--- src/rtl/mux_rr_arbiter.sv ---
// mux_rr_arbiter
//   Four-lane round-robin arbiter that drives a 4:1 data mux. A two-state FSM
//   (IDLE/GRANT) holds one grant at a time. A 2-bit pointer records the last
//   lane that completed a releasing transfer. The search for the next lane
//   starts one past that pointer.
//
// Handshake: the granted lane's req acts as its valid. dout_valid_o = req[sel]
//   while in GRANT. A transfer happens on a rising edge where dout_valid_o and
//   dout_ready_i are both high. dout_valid_o never looks at dout_ready_i.
//
// Configuration macro: MUX_ARB_BURST_EN
//   undefined : every transfer releases the grant (single-beat); last_i ignored
//   defined   : a transfer releases only when last_i[sel] is high
//
// Ports
//   clk          clock, rising edge
//   rst          asynchronous active-high reset
//   req_i[3:0]   per-lane request/valid
//   last_i[3:0]  per-lane end-of-burst flag (burst mode only)
//   din_i        lane data, lane i at [i*WIDTH +: WIDTH]
//   dout_ready_i downstream ready
//   gnt_o[3:0]   one-hot grant, zero when idle
//   sel_o[1:0]   encoded mux select (sel[1]=s1, sel[0]=s2)
//   dout_o       data of lane sel_o
//   dout_valid_o transfer offered downstream
//   dbg_state_o  FSM state (0=IDLE, 1=GRANT)
module mux_rr_arbiter #(
  parameter int WIDTH = 8
) (
  input  logic               clk,
  input  logic               rst,
  input  logic [3:0]         req_i,
  input  logic [3:0]         last_i,
  input  logic [4*WIDTH-1:0] din_i,
  input  logic               dout_ready_i,
  output logic [3:0]         gnt_o,
  output logic [1:0]         sel_o,
  output logic [WIDTH-1:0]   dout_o,
  output logic               dout_valid_o,
  output logic               dbg_state_o
);

  typedef enum logic {IDLE = 1'b0, GRANT = 1'b1} state_t;

  state_t     state_q, state_d;
  logic [1:0] ptr_q, ptr_d;
  logic [1:0] sel_q, sel_d;
  logic       xfer;
  logic       release_grant;

  // First requesting lane in the order p+1, p+2, p+3, p. Looking at p last
  // lets a lone requester win again.
  function automatic logic [1:0] rr_pick(input logic [3:0] r, input logic [1:0] p);
    logic [1:0] idx;
    logic       found;
    rr_pick = p;
    found   = 1'b0;
    for (int k = 1; k <= 4; k++) begin
      idx = p + 2'(k);
      if (!found && r[idx]) begin
        rr_pick = idx;
        found   = 1'b1;
      end
    end
  endfunction

  assign dout_valid_o = (state_q == GRANT) && req_i[sel_q];
  assign xfer         = dout_valid_o && dout_ready_i;

`ifdef MUX_ARB_BURST_EN
  assign release_grant = xfer && last_i[sel_q];
`else
  logic unused_last;
  assign unused_last   = ^last_i;
  assign release_grant = xfer;
`endif

  always_comb begin
    state_d = state_q;
    sel_d   = sel_q;
    ptr_d   = ptr_q;
    case (state_q)
      IDLE: begin
        if (|req_i) begin
          state_d = GRANT;
          sel_d   = rr_pick(req_i, ptr_q);
        end
      end
      GRANT: begin
        if (!req_i[sel_q]) begin
          // Requester withdrew before a transfer: drop the grant and leave
          // the pointer where it was.
          state_d = IDLE;
        end else if (release_grant) begin
          // req_i[sel_q] is high here, so a successor always exists. Other
          // lanes win first, and the current lane wins only if it is alone.
          ptr_d = sel_q;
          sel_d = rr_pick(req_i, sel_q);
        end
      end
      default: state_d = IDLE;
    endcase
  end

  always_ff @(posedge clk or posedge rst) begin
    if (rst) begin
      state_q <= IDLE;
      sel_q   <= 2'b00;
      ptr_q   <= 2'b11;
    end else begin
      state_q <= state_d;
      sel_q   <= sel_d;
      ptr_q   <= ptr_d;
    end
  end

  // Grant comes straight from registers, so it only moves on a clock edge or
  // on reset.
  assign gnt_o       = (state_q == GRANT) ? (4'b0001 << sel_q) : 4'b0000;
  assign sel_o       = sel_q;
  assign dbg_state_o = state_q;

  always_comb begin
    dout_o = din_i[0 +: WIDTH];
    case (sel_q)
      2'd0: dout_o = din_i[0       +: WIDTH];
      2'd1: dout_o = din_i[WIDTH   +: WIDTH];
      2'd2: dout_o = din_i[2*WIDTH +: WIDTH];
      2'd3: dout_o = din_i[3*WIDTH +: WIDTH];
      default: dout_o = din_i[0 +: WIDTH];
    endcase
  end

endmodule

--- config.mk ---
export PLATFORM = sky130hd
export DESIGN_NAME = mux_rr_arbiter
export DESIGN_NICKNAME = d
export VERILOG_FILES = /design/src/rtl/mux_rr_arbiter.sv
export SDC_FILE = /design/constraint.sdc
export NUM_CORES = 1
export LEC_CHECK = 0
export CAP_MARGIN = 20
export CORE_MARGIN = 2
export CORE_UTILIZATION = 37
export DETAILED_ROUTE_END_ITERATION = 10
export PLACE_DENSITY = 0.84
export SLEW_MARGIN = 20
export SYNTH_ARGS = -nofsm -noshare
export SYNTH_HDL_FRONTEND = slang
export SYNTH_SLANG_ARGS = --single-unit
--- constraint.sdc ---
create_clock -name clk -period 3.4 [get_ports clk]
set_input_delay 0.51 -clock clk [delete_from_list [all_inputs] [get_ports clk]]
set_output_delay 0.51 -clock clk [all_outputs]
set_load 0.01 [all_outputs]
After elaboration in Yosys (flattened, before gate mapping)
Index checks and enable logic that the tools add are counted.
Widths: inputs -> output; s select.
- output and inout bits: 16
- logic and storage cells: 99
- input bits: 43
- flip-flop bits (word level): 5
- add/sub/neg operators: 6
- shift operators: 1
- equal/unequal tests: 8
- reduce and logical (&&, ||, !) cells: 18
- mux-type cells: 54
- bitwise gates (word level): 1
- $lt $le $gt $ge: 8
- operator list (kind ; number):
    $pmux 8 s4 ; 1
    $mux 1 ; 31
    $lt 2x3->1 const B ; 8
    $mux 2 ; 11
    $bmux 1 s2 ; 8
    $add 2x2->2 const B ; 4
    $logic_and 1x1->1 ; 8
    $logic_not 1->1 ; 6
    $reduce_and 5->1 ; 1
    $add 2x1->2 const B ; 2
    $eq 2x2->1 const B ; 2
    $mux 4 ; 1
    $ne 2x1->1 const B ; 2
    $ne 2x2->1 const B ; 2
    $ne 4x1->1 const B ; 1
    $pmux 2 s2 ; 1
    $reduce_or 4->1 ; 1
    $shl 1x2->4 const A ; 1
    $reduce_and 3->1 ; 1
    $eq 2x1->1 const B ; 1
    $logic_not 2->1 ; 1
    $pmux 1 s2 ; 1
    $not 1->1 ; 1

Logic depth before layout (Yosys ltp)
- depth after elaboration: 25
- gate-level depth with buffers: 8
- gate-level depth less buffers: 7

Least setup slack after synthesis
No wires, ideal clock.
- path kind: register to register
- start: register sel_q[0] (netlist: sel_o[0])
- end: register sel_q[1] (netlist: sel_o[1])
- path slack: 1.269 ns
- data required time: 3.274 ns
- data arrival time: 2.005 ns
- clock period less this slack: 2.131 ns
- cell stages (with the launch flop): 9
- library setup time: 0.126 ns
- path buffers: 1
- cells stage by stage: dfrtp_1 -> buf_6 -> inv_1 -> ha_1 -> mux4_2 -> a21o_1 -> o21bai_1 -> a221oi_2 -> o21ai_1
- longest elaborated chain between the ends: 23
- elaborated cells between the ends (all ways): 43
- those cells by class: add/sub: 3; eq/ne: 4; mux: 27; reduce/logical: 9
- ends and longest elaborated chain (item ; RTL line ; source):
    start: declaration ; 47 ; logic [1:0] sel_q, sel_d;
    start signal: assignment ; 112 ; sel_q <= sel_d;
    $add 2x1->2 ; 59 ; idx = p + 2'(k);
    $bmux 1 s2 ; 60 ; if (!found && r[idx]) begin
    $mux 1 (not written as such) ; 60 ;
    $mux 1 ; 60 ;
    $mux 1 ; 94 ; end else if (release_grant) begin
    $mux 1 ; 90 ; if (!req_i[sel_q]) begin
    $mux 1 ; 82 ; case (state_q)
    $logic_not 1->1 ; 60 ;
    [... 7 more ...] ; n/a ;
    $mux 1 ; 60 ;
    $mux 1 ; 94 ;
    $mux 1 ; 90 ;
    $mux 1 ; 82 ;
    $logic_not 1->1 ; 60 ;
    $logic_and 1x1->1 ; 60 ;
    $ne 2x2->1 (no line) ; n/a ;
    $reduce_and 5->1 (no line) ; n/a ;
Several ways; a longest one is shown, not always the timed one. The select of a mux whose other input is x is not followed.
A chain may end at the register's enable or synchronous reset.

Worst setup path in the final report
- start: register sel_q[0] (netlist: sel_o[0])
- end: output dout_o[4]
- longest elaborated chain between the ends: 2
- elaborated cells between the ends (all ways): 5
- those cells by class: eq/ne: 3; mux: 1; reduce/logical: 1
- ends and longest elaborated chain (item ; RTL line ; source):
    $eq 2x2->1 (tied with other cells) ; 125 ; case (sel_q)
    $pmux 8 s4 * ; 125 ;
    end: declaration ; 38 ; output logic [WIDTH-1:0] dout_o,
Every way passes the cells marked *; elsewhere a longest branch is shown, timed or not.

==> results <==
==> cells by family after synthesis <==
family	share of synthesized area, %
and+or+nand+nor	16.0
buffers and inverters	11.2
AOI/OAI and AO/OA	27.4
adders and majority gates	7.69
DFF	15.7
muxes	22.0
==> cell usage after synthesis <==
cell type	count
nor2b_1	1
mux2_1	1
o2bb2ai_1	1
nand3b_1	1
nand4_1	1
a21o_1	2
nor2_1	4
o31ai_4	1
a221o_1	1
nand3_1	4
dfrtp_1	3
buf_2	1
a21oi_1	3
dfstp_2	2
o21ai_0	4
ha_1	5
a221oi_1	1
clkbuf_1	6
mux2i_1	10
o41ai_1	1
a22oi_1	1
nand2b_1	4
inv_1	14
buf_6	1
a221oi_2	1
a222oi_1	8
and3_1	1
mux4_2	3
o21ai_1	1
o21bai_1	1
nand2_1	5
and2_1	4
==> state kept, by name, summed over array words and instances (netlist names) <==
register / count
dbg_state_o: 1
ptr_q: 2
sel_o: 2
==> worst max-delay path, stage by stage (launching register included) <==
cell,delay (ps)
dfrtp_1,630
inv_1,230
ha_1,380
a222oi_1,330
mux2i_1,130
clkdlybuf4s50_1,500
==> per-stage QoR <==
stage / hold WS (ps) / std cells
after floorplan: 287 / 97
after global routing: 471 / 174
after detailed placement: 490 / 170
after global placement: 473 / 170
after CTS: 464 / 174
final: 457 / 174
==> worst paths after layout <==
check                      startpoint     endpoint  slack [ps]  cells past startpoint
max                          sel_o[0]    dout_o[4]         440                      5
min                               rst  dbg_state_o         460                      2
max reg2reg                  sel_o[0]     sel_o[1]         870                      7
min reg2reg                  ptr_q[1]     ptr_q[1]         490                      2
max in group asynchronous         rst     ptr_q[1]        2700                      2
min in group clk             ptr_q[1]     ptr_q[1]         490                      2
==> power groups by stage <==
stage | logic [µW] | registers (µW) | clock network [µW]
floorplan | 567 | 133 | 0
global placement | 851 | 172 | 0
detailed placement | 877 | 177 | 0
CTS | 879 | 176 | 69.0
global route | 942 | 184 | 74.0
finish | 876 | 177 | 67.1
==> per-layer routing <==
layer | global-route usage [%] | routed length, µm | share of wire (%)
met1 | 23.6 | 1050 | 39
met2 | 36.4 | 1300 | 49
met3 | 7.31 | 306 | 12
met4 | 1.35 | 0 | 0
met5 | 0 | 0 | 0
==> layout make-up <==
class / count / area share [%]
Clock buffer: 4 / 1.91
Inverter: 14 / 3.82
Multi-Input combinational cell: 70 / 43.2
Sequential cell: 5 / 9.28
Tap cell: 27 / 2.46
Timing Repair Buffer: 54 / 39.3
==> impl_results.md <==
- GRT Util Overall: 20.1%
- CTS Buffer Depth: 2
- DIE HEIGHT: 50.9 µm
- Via/cell ratio: 5.64
- Initial DRT Pass Iterations: 7
- Post-route setup TNS: 0 ps
- Final Wtd Congestion: 0.856
- Final setup fails: 0
- Crit start category: register
- Hold Path Class: input pin to asynchronous set/reset pin
- Fillers: 166
- Post-CTS Hold Buffers: 0
- Post-Syn Nets: 145
- Row Count: 16
- Minimum clock period: 2960 ps
- N_diodes: 0
- Fmax: 0.338 GHz
- CTS tree: built
- Boundary Pins: 59
- Slew Limit Fails: 0
- Htree depth: 1
- Clock root buffer: clkbuf_4
- Critical Path End Type: output pin
- Top post-synthesis cells by area: mux2i_1 (12%), a222oi_1 (9.8%), dfrtp_1 (9.2%)
- Mapped cell area: 813 µm²
- Fin crit share: 87.0%
- Max_cap viols: 0
- Status: complete, no violations
- Syn_area_per_cell: 8.38 µm²
- Die X: 50.9 µm
- Commonest cells after routing, fill and taps aside: clkdlybuf4s50_1 (54), inv_1 (14), mux2i_1 (10), a222oi_1 (8)
- Core Footprint: 2020 µm²
- Global-route wire length before repair: 4000 µm
- DR vias: 982
- Worst-path clk slew: 40 ps
- Number of global-route vias before repair: 899
- Worst setup margin: 442 ps
- Final core occ: 68.0%
- Total power: 1120 µW
- Initial Util: 40.2%
- Final hold viol count: 0
- PD cells: 814 nW/µm²
- Max-slew headroom: 50.7%
- Clock power share: 6.0%
- Combinational Power Share: 78.2%
- Critical Path AT: 2450 ps
- Synthesis-to-finish area growth: 69.1%
- Final Skew: 6.49 ps
- Routed Antenna Nets: 0
- Pin count of the biggest net entering global routing: 14
- VDD IR-drop max: 0.784 mV
- Worst Path Required: 2890 ps
- Critical-path maximum fanout: 12
- Placed cell areas: 1350 µm²
- Register share of total power: 15.8%
- # resized after CTS: 0
- Worst-Margin Slew: 730 ps
- Nets@finish: 196
- Dpl hpwl: 2110 µm
- Gate Count Post-Synth: 97
- FF+latch count, synth: 5
- Final instance area: 1380 µm²
- Commonest non-fill, non-tap cell in the layout: clkdlybuf4s50_1
- Clock Sinks: 5
- Pint: 620 µW
- Seq/Total Area, Yosys: 15.7%
- Die area: 2590 µm²
- RSZ-0062 raised after global routing: no
- Distinct cells, synth: 32
- Switching Share: 44.6%
- Worst-skew pair later-pin latency: 240 ps
- Place WS: 681 ps
- Reg area: 128 µm²
- Routed wire length per instance: 15.3 µm
- Initial antenna violation count: 0
- Port Buffers: 54
- First DRT Iteration DRCs: 74
- Layout cell share with drive strength beyond 1: 6.80%
- Leakage power: 0.000588 µW
- Final wirelength: 2660 µm
- Setup bufs post-CTS: 0
- Net Switching: 500 µW
- Yosys top cell area share: 12.3%
- Total grt overflow: 0
- Cell taking the most area after synthesis: mux2i_1
- DRC Markers: 0
- Synthesis Warnings: 0
- Multi-input logic area: 594 µm²
- Kind of critical path: register to output pin
- Cts bufs inserted: 3
(Power assumes the default switching activity.)
